<file path="src/rtl/line_kcpe_conv2d_ctrl_pkg.sv">
// Shared types for the line-based KCPE conv2d sequencer: FSM states,
// buffer read latency and the read-strobe bundle that rides the valid pipeline.
package line_kcpe_conv2d_ctrl_pkg;

   typedef enum logic [2:0] {
      S_IDLE,
      S_LOAD_W,
      S_RUN,
      S_DRAIN,
      S_DONE
   } state_t;

   localparam int unsigned BUF_RD_LAT = 1;

   typedef struct packed {
      logic weight;
      logic data;
      logic zero;
   } rd_vld_t;

endpackage

</file>
<file path="src/rtl/line_kcpe_conv2d_ctrl_if.sv">
// Buffer and engine side bus of the conv2d sequencer; master is the controller.
interface line_kcpe_conv2d_ctrl_if #(
   parameter int ADDR_WIDTH = 16,
   parameter int NUM_KERNEL = 4
) ();
   logic                  o_weight_rd;
   logic [ADDR_WIDTH-1:0] o_weight_addr;
   logic                  o_data_rd;
   logic [ADDR_WIDTH-1:0] o_data_addr;
   logic                  o_psum_rd;
   logic [ADDR_WIDTH-1:0] o_psum_rd_addr;
   logic                  o_eng_weight_val;
   logic                  o_eng_data_val;
   logic                  o_eng_psum_val;
   logic                  o_psum_zero;
   logic [NUM_KERNEL-1:0] i_eng_psum_val;
   logic                  o_psum_wr;
   logic [ADDR_WIDTH-1:0] o_psum_wr_addr;

   modport master (
      output o_weight_rd, o_weight_addr, o_data_rd, o_data_addr,
      output o_psum_rd, o_psum_rd_addr, o_eng_weight_val, o_eng_data_val,
      output o_eng_psum_val, o_psum_zero, o_psum_wr, o_psum_wr_addr,
      input  i_eng_psum_val
   );

   modport slave (
      input  o_weight_rd, o_weight_addr, o_data_rd, o_data_addr,
      input  o_psum_rd, o_psum_rd_addr, o_eng_weight_val, o_eng_data_val,
      input  o_eng_psum_val, o_psum_zero, o_psum_wr, o_psum_wr_addr,
      output i_eng_psum_val
   );
endinterface

</file>
<file path="src/rtl/line_kcpe_conv2d_ctrl_addr_gen.sv">
// Channel-group / kernel-row / position counters and the buffer address
// arithmetic derived from them.
module line_kcpe_addr_gen
   import line_kcpe_conv2d_ctrl_pkg::*;
#(
   parameter int ADDR_WIDTH  = 16,
   parameter int CNT_WIDTH   = 8,
   parameter int KERNEL_SIZE = 3
) (
   input  logic                  clk,
   input  logic                  rst,
   input  logic                  clr,
   input  logic                  step,
   input  logic [CNT_WIDTH-1:0]  num_pos,
   input  logic [CNT_WIDTH-1:0]  num_cgrp,
   input  logic [ADDR_WIDTH-1:0] data_base,
   input  logic [ADDR_WIDTH-1:0] weight_base,
   input  logic [ADDR_WIDTH-1:0] psum_base,
   output logic [ADDR_WIDTH-1:0] weight_addr,
   output logic [ADDR_WIDTH-1:0] data_addr,
   output logic [ADDR_WIDTH-1:0] psum_addr,
   output logic                  first_pass,
   output logic                  first_pos,
   output logic                  last_pos,
   output logic                  last_row,
   output logic                  last_grp
);
   localparam int R_W = (KERNEL_SIZE > 1) ? $clog2(KERNEL_SIZE) : 1;

   logic [CNT_WIDTH-1:0]  g;
   logic [CNT_WIDTH-1:0]  p;
   logic [R_W-1:0]        r;
   logic [ADDR_WIDTH-1:0] row;

   always_ff @(posedge clk) begin
      if (rst || clr) begin
         g <= '0;
         r <= '0;
         p <= '0;
      end else if (step) begin
         if (last_pos) begin
            p <= '0;
            if (last_row) begin
               r <= '0;
               g <= g + CNT_WIDTH'(1);
            end else begin
               r <= r + R_W'(1);
            end
         end else begin
            p <= p + CNT_WIDTH'(1);
         end
      end
   end

   assign last_pos   = (p == num_pos - CNT_WIDTH'(1));
   assign last_row   = (r == R_W'(KERNEL_SIZE - 1));
   assign last_grp   = (g == num_cgrp - CNT_WIDTH'(1));
   assign first_pass = (g == '0) && (r == '0);
   assign first_pos  = (p == '0);

   // Row index of the current pass in the weight/data layout.
   assign row         = ADDR_WIDTH'(g) * ADDR_WIDTH'(KERNEL_SIZE) + ADDR_WIDTH'(r);
   assign weight_addr = weight_base + row;
   assign data_addr   = data_base + row * ADDR_WIDTH'(num_pos) + ADDR_WIDTH'(p);
   assign psum_addr   = psum_base + ADDR_WIDTH'(p);

endmodule

</file>
<file path="src/rtl/line_kcpe_conv2d_ctrl.sv">
// Sequencer for one line of a 3x3x4 KCPE conv2d engine: issue, valid pipeline,
// psum writeback. Optional error counters under LINE_KCPE_CTRL_ERR_MON_EN.
module line_kcpe_conv2d_ctrl
   import line_kcpe_conv2d_ctrl_pkg::*;
#(
   parameter int ADDR_WIDTH      = 16,
   parameter int CNT_WIDTH       = 8,
   parameter int KERNEL_SIZE     = 3,
   parameter int MAX_OUTSTANDING = 8,
`ifdef LINE_KCPE_CTRL_ERR_MON_EN
   parameter int REG_WIDTH       = 32,
`endif
   parameter int NUM_KERNEL      = 4
) (
   input  logic                  clk,
   input  logic                  rst,
   input  logic                  i_start,
   input  logic [CNT_WIDTH-1:0]  i_num_pos,
   input  logic [CNT_WIDTH-1:0]  i_num_cgrp,
   input  logic [ADDR_WIDTH-1:0] i_data_base,
   input  logic [ADDR_WIDTH-1:0] i_weight_base,
   input  logic [ADDR_WIDTH-1:0] i_psum_base,
   input  logic                  i_stall,
   output logic                  o_busy,
   output logic                  o_done,
`ifdef LINE_KCPE_CTRL_ERR_MON_EN
   output logic [REG_WIDTH-1:0]  o_err_psum_val,
   output logic [REG_WIDTH-1:0]  o_err_ovf,
`endif
   line_kcpe_conv2d_ctrl_if.master bus
);
   localparam int OUT_W = $clog2(MAX_OUTSTANDING + 1);

   state_t                state, state_nx;
   logic [CNT_WIDTH-1:0]  num_pos_q, num_cgrp_q, wp;
   logic [ADDR_WIDTH-1:0] data_base_q, weight_base_q, psum_base_q;
   logic [OUT_W-1:0]      outstanding;
   logic [NUM_KERNEL-1:0] eng_psum_val;
   logic                  cfg_zero, clr, issue, wb, out_dec;
   logic                  first_pass, first_pos, last_pos, last_row, last_grp;
   logic [ADDR_WIDTH-1:0] w_addr, d_addr, pr_addr;
   rd_vld_t               rd_now;
   rd_vld_t               rd_pipe [BUF_RD_LAT];

   line_kcpe_addr_gen #(
      .ADDR_WIDTH  (ADDR_WIDTH),
      .CNT_WIDTH   (CNT_WIDTH),
      .KERNEL_SIZE (KERNEL_SIZE)
   ) u_addr_gen (
      .clk, .rst, .clr, .step(issue),
      .num_pos(num_pos_q), .num_cgrp(num_cgrp_q),
      .data_base(data_base_q), .weight_base(weight_base_q), .psum_base(psum_base_q),
      .weight_addr(w_addr), .data_addr(d_addr), .psum_addr(pr_addr),
      .first_pass, .first_pos, .last_pos, .last_row, .last_grp
   );

   assign cfg_zero     = (i_num_pos == '0) || (i_num_cgrp == '0);
   assign eng_psum_val = bus.i_eng_psum_val;

   // A non-first pass starts only once every psum of the previous pass is back,
   // which keeps each psum read behind the write of the same position.
   always_comb begin
      state_nx = state;
      clr      = 1'b0;
      issue    = 1'b0;
      case (state)
         S_IDLE: if (i_start) begin
            clr      = 1'b1;
            state_nx = cfg_zero ? S_DONE : S_LOAD_W;
         end
         S_LOAD_W: state_nx = S_RUN;
         S_RUN: begin
            issue = !i_stall && (outstanding < OUT_W'(MAX_OUTSTANDING)) &&
                    (first_pass || !first_pos || (outstanding == '0));
            if (issue && last_pos)
               state_nx = (last_row && last_grp) ? S_DRAIN : S_LOAD_W;
         end
         S_DRAIN: if (outstanding == '0) state_nx = S_DONE;
         S_DONE:  state_nx = S_IDLE;
         default: state_nx = S_IDLE;
      endcase
   end

   assign wb      = (state != S_IDLE) && (eng_psum_val == '1);
   assign out_dec = wb && (outstanding != '0);
   assign rd_now  = '{weight: (state == S_LOAD_W), data: issue, zero: issue && first_pass};

   always_ff @(posedge clk) begin
      if (rst) begin
         state         <= S_IDLE;
         num_pos_q     <= '0;
         num_cgrp_q    <= '0;
         data_base_q   <= '0;
         weight_base_q <= '0;
         psum_base_q   <= '0;
         outstanding   <= '0;
         wp            <= '0;
         for (int unsigned i = 0; i < BUF_RD_LAT; i++) rd_pipe[i] <= '0;
      end else begin
         state <= state_nx;
         if (clr) begin
            num_pos_q     <= i_num_pos;
            num_cgrp_q    <= i_num_cgrp;
            data_base_q   <= i_data_base;
            weight_base_q <= i_weight_base;
            psum_base_q   <= i_psum_base;
         end
         case ({issue, out_dec})
            2'b10:   outstanding <= outstanding + OUT_W'(1);
            2'b01:   outstanding <= outstanding - OUT_W'(1);
            default: outstanding <= outstanding;
         endcase
         if (clr)
            wp <= '0;
         else if (wb)
            wp <= (wp == num_pos_q - CNT_WIDTH'(1)) ? '0 : wp + CNT_WIDTH'(1);
         rd_pipe[0] <= rd_now;
         for (int unsigned i = 1; i < BUF_RD_LAT; i++) rd_pipe[i] <= rd_pipe[i-1];
      end
   end

`ifdef LINE_KCPE_CTRL_ERR_MON_EN
   always_ff @(posedge clk) begin
      if (rst) begin
         o_err_psum_val <= '0;
         o_err_ovf      <= '0;
      end else begin
         if ((eng_psum_val != '0) && (eng_psum_val != '1) && (o_err_psum_val != '1))
            o_err_psum_val <= o_err_psum_val + REG_WIDTH'(1);
         if (wb && (outstanding == '0) && (o_err_ovf != '1))
            o_err_ovf <= o_err_ovf + REG_WIDTH'(1);
      end
   end
`endif

   assign bus.o_weight_rd      = (state == S_LOAD_W);
   assign bus.o_weight_addr    = w_addr;
   assign bus.o_data_rd        = issue;
   assign bus.o_data_addr      = d_addr;
   assign bus.o_psum_rd        = issue && !first_pass;
   assign bus.o_psum_rd_addr   = pr_addr;
   assign bus.o_eng_weight_val = rd_pipe[BUF_RD_LAT-1].weight;
   assign bus.o_eng_data_val   = rd_pipe[BUF_RD_LAT-1].data;
   assign bus.o_eng_psum_val   = rd_pipe[BUF_RD_LAT-1].data;
   assign bus.o_psum_zero      = rd_pipe[BUF_RD_LAT-1].zero;
   assign bus.o_psum_wr        = wb;
   assign bus.o_psum_wr_addr   = psum_base_q + ADDR_WIDTH'(wp);
   assign o_busy               = (state != S_IDLE);
   assign o_done               = (state == S_DONE);

endmodule

</file>
<file path="src/flat_wrapper.sv">
// flat-port wrapper written by rule: the top's interface ports become plain ports
module line_kcpe_conv2d_ctrl_flat import line_kcpe_conv2d_ctrl_pkg::*;
#(
   parameter int ADDR_WIDTH      = 16,
   parameter int CNT_WIDTH       = 8,
   parameter int KERNEL_SIZE     = 3,
   parameter int MAX_OUTSTANDING = 8,

   parameter int NUM_KERNEL      = 4
)
  (clk, rst, i_start, i_num_pos, i_num_cgrp, i_data_base, i_weight_base, i_psum_base, i_stall, o_busy, o_done, bus_o_weight_rd, bus_o_weight_addr, bus_o_data_rd, bus_o_data_addr, bus_o_psum_rd, bus_o_psum_rd_addr, bus_o_eng_weight_val, bus_o_eng_data_val, bus_o_eng_psum_val, bus_o_psum_zero, bus_o_psum_wr, bus_o_psum_wr_addr, bus_i_eng_psum_val);
  line_kcpe_conv2d_ctrl_if #(.ADDR_WIDTH(ADDR_WIDTH), .NUM_KERNEL(NUM_KERNEL)) bus_i ();
  input  logic clk;
  input  logic rst;
  input  logic i_start;
  input  logic [CNT_WIDTH-1:0] i_num_pos;
  input  logic [CNT_WIDTH-1:0] i_num_cgrp;
  input  logic [ADDR_WIDTH-1:0] i_data_base;
  input  logic [ADDR_WIDTH-1:0] i_weight_base;
  input  logic [ADDR_WIDTH-1:0] i_psum_base;
  input  logic i_stall;
  output logic o_busy;
  output logic o_done;
  output wire logic [$bits(bus_i.o_weight_rd)-1:0] bus_o_weight_rd;
  output wire logic [$bits(bus_i.o_weight_addr)-1:0] bus_o_weight_addr;
  output wire logic [$bits(bus_i.o_data_rd)-1:0] bus_o_data_rd;
  output wire logic [$bits(bus_i.o_data_addr)-1:0] bus_o_data_addr;
  output wire logic [$bits(bus_i.o_psum_rd)-1:0] bus_o_psum_rd;
  output wire logic [$bits(bus_i.o_psum_rd_addr)-1:0] bus_o_psum_rd_addr;
  output wire logic [$bits(bus_i.o_eng_weight_val)-1:0] bus_o_eng_weight_val;
  output wire logic [$bits(bus_i.o_eng_data_val)-1:0] bus_o_eng_data_val;
  output wire logic [$bits(bus_i.o_eng_psum_val)-1:0] bus_o_eng_psum_val;
  output wire logic [$bits(bus_i.o_psum_zero)-1:0] bus_o_psum_zero;
  output wire logic [$bits(bus_i.o_psum_wr)-1:0] bus_o_psum_wr;
  output wire logic [$bits(bus_i.o_psum_wr_addr)-1:0] bus_o_psum_wr_addr;
  input wire logic [$bits(bus_i.i_eng_psum_val)-1:0] bus_i_eng_psum_val;
  assign bus_o_weight_rd = bus_i.o_weight_rd;
  assign bus_o_weight_addr = bus_i.o_weight_addr;
  assign bus_o_data_rd = bus_i.o_data_rd;
  assign bus_o_data_addr = bus_i.o_data_addr;
  assign bus_o_psum_rd = bus_i.o_psum_rd;
  assign bus_o_psum_rd_addr = bus_i.o_psum_rd_addr;
  assign bus_o_eng_weight_val = bus_i.o_eng_weight_val;
  assign bus_o_eng_data_val = bus_i.o_eng_data_val;
  assign bus_o_eng_psum_val = bus_i.o_eng_psum_val;
  assign bus_o_psum_zero = bus_i.o_psum_zero;
  assign bus_o_psum_wr = bus_i.o_psum_wr;
  assign bus_o_psum_wr_addr = bus_i.o_psum_wr_addr;
  assign bus_i.i_eng_psum_val = bus_i_eng_psum_val;
  line_kcpe_conv2d_ctrl #(.ADDR_WIDTH(ADDR_WIDTH), .CNT_WIDTH(CNT_WIDTH), .KERNEL_SIZE(KERNEL_SIZE), .MAX_OUTSTANDING(MAX_OUTSTANDING), .NUM_KERNEL(NUM_KERNEL)) u_core (.clk(clk), .rst(rst), .i_start(i_start), .i_num_pos(i_num_pos), .i_num_cgrp(i_num_cgrp), .i_data_base(i_data_base), .i_weight_base(i_weight_base), .i_psum_base(i_psum_base), .i_stall(i_stall), .o_busy(o_busy), .o_done(o_done), .bus(bus_i));
endmodule
</file>
<file path="config.mk">
export PLATFORM = sky130hd
export DESIGN_NAME = line_kcpe_conv2d_ctrl_flat
export DESIGN_NICKNAME = d
export VERILOG_FILES = /design/src/rtl/line_kcpe_conv2d_ctrl_pkg.sv /design/src/rtl/line_kcpe_conv2d_ctrl_if.sv /design/src/rtl/line_kcpe_conv2d_ctrl_addr_gen.sv /design/src/rtl/line_kcpe_conv2d_ctrl.sv /design/src/flat_wrapper.sv
export SDC_FILE = /design/constraint.sdc
export NUM_CORES = 1
export LEC_CHECK = 0
export ABC_AREA = 0
export CAP_MARGIN = 30
export CORE_MARGIN = 2
export CORE_UTILIZATION = 50
export CTS_BUF_LIST = sky130_fd_sc_hd__clkbuf_2 sky130_fd_sc_hd__clkbuf_4 sky130_fd_sc_hd__clkbuf_8
export DETAILED_ROUTE_END_ITERATION = 12
export PLACE_DENSITY = 0.75
export SYNTH_ARGS = -nofsm -noshare
export SYNTH_HDL_FRONTEND = slang
export SYNTH_SLANG_ARGS = --single-unit
</file>
<file path="constraint.sdc">
create_clock -name clk -period 10.8 [get_ports clk]
set_clock_uncertainty 0.15 [all_clocks]
set_input_delay 1.62 -clock clk [delete_from_list [all_inputs] [get_ports clk]]
set_output_delay 1.62 -clock clk [all_outputs]
set_load 0.02 [all_outputs]
</file>
**Yosys cells after proc, flatten, opt, wreduce, memory -nomap -nowiden**

Memories as Yosys holds them, arrays and structs flattened.
Index checks and enable logic that the tools add are counted.

- Memory bits (writable): 3
- Memory bits (read-only): 0
- Bits in latches: 0
- Memories kept: 1
- Flip-flop bits (word level): 97
- Output and inout bits: 74
- Logic and storage cells: 92

Memory list:

| memory | words | width | rd ports | clocked after memory_dff | wr ports | line | source |
|---|---|---|---|---|---|---|---|
| u_core.rd_pipe | 1 | 3 | 1 | 0 | 1 | line_kcpe_conv2d_ctrl.sv:43 | `rd_vld_t rd_pipe [BUF_RD_LAT];` |

- Eq/ne operators: 14
- Div/mod/pow operators: 0
- Multiply operators: 2
- Reduce and logical (&&, ||, !) cells: 31
- Mux-type cells: 18
- Bitwise gates (word level): 0
- $add $sub $neg: 14
- Shift-type cells: 0
- $lt $le $gt $ge: 1

Operators by type and width:

| cell | number |
|---|---|
| $add 16x8->16 | 3 |
| $logic_not 8->1 | 4 |
| $add 8x1->8 const B | 3 |
| $eq 8x8->1 | 3 |
| $add 16x11->16 | 1 |
| $add 16x16->16 | 1 |
| $mul 11x8->16 | 1 |
| $mux 8 | 2 |
| $sub 8x1->8 const B | 2 |
| $mux 3 | 5 |
| $pmux 3 s4 | 1 |
| $add 10x2->11 | 1 |
| $mul 8x2->10 const B | 1 |
| $logic_and 1x1->1 | 9 |
| $pmux 4 s2 | 1 |
| $mux 1 | 7 |
| $eq 3x2->1 const B | 2 |
| $reduce_and 3->1 | 2 |
| $add 4x1->4 const B | 1 |
| $eq 2x2->1 const B | 2 |
| $eq 4x4->1 const B | 1 |
| $logic_not 4->1 | 1 |
| $logic_or 1x1->1 | 4 |
| $lt 4x4->1 const B | 1 |
| 17 further kinds | 21 |

**Logic depth before layout (Yosys ltp)**

- Depth in word-level cells: 8
- Mapped depth: 28
- Mapped depth without buffers: 28

**Hierarchy**

A second synthesis with hierarchy kept.

- Cells, all modules: 1163
- Area total of the unflattened synthesis: 9545.4 um2

Modules (own cells, without submodules):

| module | area each (um2) | instances | cells each |
|---|---|---|---|
| line_kcpe_addr_gen | 5733.0 | 1 | 680 |
| line_kcpe_conv2d_ctrl | 3812.4 | 1 | 483 |

**Worst setup path before layout**

OpenSTA, ideal clock, no wires.

- Path kind: reg2out
- Start point: reg u_core.u_addr_gen.g[0]
- End point: out bus_o_data_addr[14]
- Path buffers: 0
- Slack: 2.312 ns
- Data arrival time: 6.718 ns
- Stages on the path, launching flop included: 28
- Cells stage by stage: dfxtp_1 inv_1 fa_1 inv_1 ha_1 inv_1 fa_1 nor2b_1 o2111ai_1 nand2_1 nor2_1 xnor2_1 nand2_1 fa_1 inv_1 fa_1 fa_1 fa_1 inv_1 fa_1 inv_1 ha_1 a21o_1 a21o_1 or3_1 o21a_1 a221oi_1 xnor2_1

- Longest elaborated chain between the ends: 5

Ends and longest elaborated chain:

| item | line | source |
|---|---|---|
| from (decl) | line_kcpe_conv2d_ctrl_addr_gen.sv:30 | `logic [CNT_WIDTH-1:0] g;` |
| from (signal assigned) | line_kcpe_conv2d_ctrl_addr_gen.sv:45 | `g <= g + CNT_WIDTH'(1);` |
| $mul 8x2->10 | line_kcpe_conv2d_ctrl_addr_gen.sv:62 | `assign row = ADDR_WIDTH'(g) * ADDR_WIDTH'(KERNEL_SIZE) + ADDR_WIDTH'(r);` |
| $add 10x2->11 | line_kcpe_conv2d_ctrl_addr_gen.sv:62 |  |
| $mul 11x8->16 | line_kcpe_conv2d_ctrl_addr_gen.sv:64 | `assign data_addr = data_base + row * ADDR_WIDTH'(num_pos) + ADDR_WIDTH'(p);` |
| $add 16x16->16 | line_kcpe_conv2d_ctrl_addr_gen.sv:64 |  |
| $add 16x8->16 | line_kcpe_conv2d_ctrl_addr_gen.sv:64 |  |
| to (decl) | flat_wrapper.sv:27 | `output wire logic [$bits(bus_i.o_data_addr)-1:0] bus_o_data_addr;` |

Every way passes these cells.

**Worst setup path in the final report**

Same ends and word-level chain as after synthesis.

==> flow_metrics.tcl <==
set metrics [dict create \
    cts_hold_buf 0 \
    syn_avg_cell_area_um2 8.055 \
    fill_cells 1701 \
    clockBufferDepth 2 \
    fp.coreArea_um2 18770 \
    clock-sinks 100 \
    clk_pin_slew_worst_paths_ps 120 \
    h-tree-depth 3 \
    crit_buf_inv 7 \
    cp_slowest_cell "xnor2_1" \
    cts-buffers-inserted 9 \
    yosys_warnings 0 \
    reg2reg_from "u_core.num_pos_q[0]$_SDFFE_PP0P_" \
    syn_area_um2 9625 \
    dp.cells 1531 \
    antennaDiodeCount 0 \
    power_density_nw_per_um2 85.17 \
    synth-seq-cells 100 \
    min-delay-start "u_core.data_base_q[9]$_SDFFE_PP0P_" \
    vias 8349 \
    drt-total-wl_mm 23.33 \
    p_leak_uw 0.005208 \
    die_w_um 142.7 \
    final_nets 1549 \
    finalCritPeriodShare 0.9425 \
    layout_commonest_cell "nand2_1" \
    crit_type "flip-flop to primary output" \
    ant_nets 0 \
    rsz0062_at_grt "no" \
    netlist-cell-type-count 61 \
    vdd_drop_max_v 0.00007798 \
    synth_edf_count 0 \
    max_stage_delay_ps 640 \
    dp_hpwl_mm 17.94 \
    synthCells 1195 \
    drive_gt1_frac 0.02513 \
    die_h_um 142.7 \
    drv_cap 0 \
    grt_overflow 0 \
    drc_errors 0 \
    gp_congestion 0.8965 \
    routed_via_density 5.397 \
    min_path_cells 2 \
    crit_fanout 9 \
    p_total_uw 972.0 \
    maxSlewHeadroom 0.3492 \
    post_cts_resized 0 \
    reg2regPathDepth 9 \
    grt_max_degree 77 \
    port_buffers 145 \
    r2r_slack_ps 7020 \
    setup_viol 0 \
    critPathRequiredTime_ps 9030 \
    crit_top_cell "fa_1" \
    status "finished, final reports clean" \
    synthArstFlopShare 0 \
    grt_pass1_wl_mm 38.59 \
    fin_setup_tns_ps 0 \
    area_growth_pct 18.56 \
    cts_tree "done" \
    avgRoutedWirePerCell_um 15.08 \
    whs_ps 313.2 \
    ios 146 \
    critPathTopFamily "adder cells" \
    syn-num-nets 1436 \
    timing.fmax_mhz 98.24 \
    worst-path-stages 28 \
    min_period_ps 10180 \
    grt_usage 0.2362 \
    drt-pass1-iter-count 5 \
    r2r-end "u_core.u_addr_gen.g[6]$_SDFFE_PP0P_" \
    slew_violations 0 \
    synth_flop_cell "dfxtp_1" \
    holdPathEnd "u_core.data_base_q[9]$_SDFFE_PP0P_" \
    clk_latency_ps 410 \
    final_cell_mix "nand2_1, clkdlybuf4s50_1, inv_1" \
    grt_pass1_vias 7963 \
    antenna_found_initial 0 \
    startpoint_type "flip-flop" \
    postLayoutCoreUtil 0.6081 \
    die-area_um2 20380 \
    drtIter0Drc 550 \
    hold_path.class "flip-flop to flip-flop" \
    cts_setup_buffers 0 \
    rows 50 \
    start_util 0.5129 \
    cp.arrival_ps 8410 \
    worst_pin_slew_ps 969.3 \
    cts-root-buf "clkbuf_8" \
    fin_cells 1547 \
    ys_seq_area_frac 0.2080 \
    hold_viol 0 \
    endpoint_kind "primary output" \
]
[flip-flops by register name, indices dropped and copies added, names as in the netlist, 4 cells and up]
name and count:
u_core.u_addr_gen.g 8, u_core.num_pos_q 8, u_core.weight_base_q 16, u_core.u_addr_gen.p 8
u_core.wp 8, u_core.data_base_q 16, u_core.outstanding 4, u_core.psum_base_q 16
u_core.num_cgrp_q 8
[power breakdown]
part           leakage (µW)  internal [µW]  total [µW]  switching (µW)
combinational       0.00429            137         291             154
clock             0.0000990           91.8         255             163
sequential         0.000816            392         426            34.1
[worst min-delay path: cells and delay by family (launching register included)]
kind | cells | cell delay [ps]
AO/OA/AOI/OAI | 1 | 50
flip-flops | 1 | 330
AND/OR/NAND/NOR | 1 | 50
[cells in the mapped netlist (all sizes together), types with 27 or more instances]
cell	count	share of area
nand2	217	0.085
inv	132	0.051
a21oi	110	0.057
dfxtp	100	0.21
ha	96	0.12
fa	73	0.15
xnor2	70	0.064
nor2	69	0.027
and2	40	0.026
xor2	37	0.034
clkbuf	35	0.014
o21ai	27	0.014
[worst max path at each step]
stage	from	to	slack, ps
2_1_floorplan	u_core.u_addr_gen.g[0]$_SDFFE_PP0P_	bus_o_data_addr[14]	2310
5_1_grt	u_core.u_addr_gen.g[0]$_SDFFE_PP0P_	bus_o_data_addr[14]	130
4_1_cts	u_core.u_addr_gen.g[0]$_SDFFE_PP0P_	bus_o_data_addr[14]	620
3_3_place_gp	u_core.u_addr_gen.g[0]$_SDFFE_PP0P_	bus_o_data_addr[14]	1370
6_report	u_core.u_addr_gen.g[0]$_SDFFE_PP0P_	bus_o_data_addr[14]	620
3_5_place_dp	u_core.u_addr_gen.g[0]$_SDFFE_PP0P_	bus_o_data_addr[14]	1070
[metrics by stage]
step,worst slack [ps],cell area [µm²]
4_1_cts,624.7,11410
5_1_grt,133.9,11410
6_report,621.3,11410
3_5_place_dp,1069,11210
3_3_place_gp,1366,11210
2_1_floorplan,2312,9625
[per-layer routing]
layer,wire [µm],vias up,track usage
met5,0,-,0
met3,1217,27,0.04561
met4,395,0,0.05888
met1,10300,3971,0.3118
met2,11420,212,0.3995
li1,-,4139,-
[cell families (layout without fill, tap and decap cells)]
group,Yosys count,after routing,synth area share
muxes,2,2,0.002080
adders and majority gates,169,169,0.2766
buffers and inverters,179,297,0.07123
DFF,100,100,0.2080
xor gates and xnor gates,112,112,0.1091
AOI/OAI and AO/OA,199,199,0.1230
and+or+nand+nor,434,434,0.2101
[final cells by class]
class	count	area, µm²	share of cell area
repair buffers	149	1476	0.1294
multi-input cells	916	6942	0.6083
clock buffers	9	123.9	0.01085
inverters	132	495.5	0.04342
flip-flops and latches	100	2002	0.1754
clock inverters	7	80.08	0.007017
well taps	234	292.8	0.02566
Note: power is estimated with default switching activity, not from simulation.
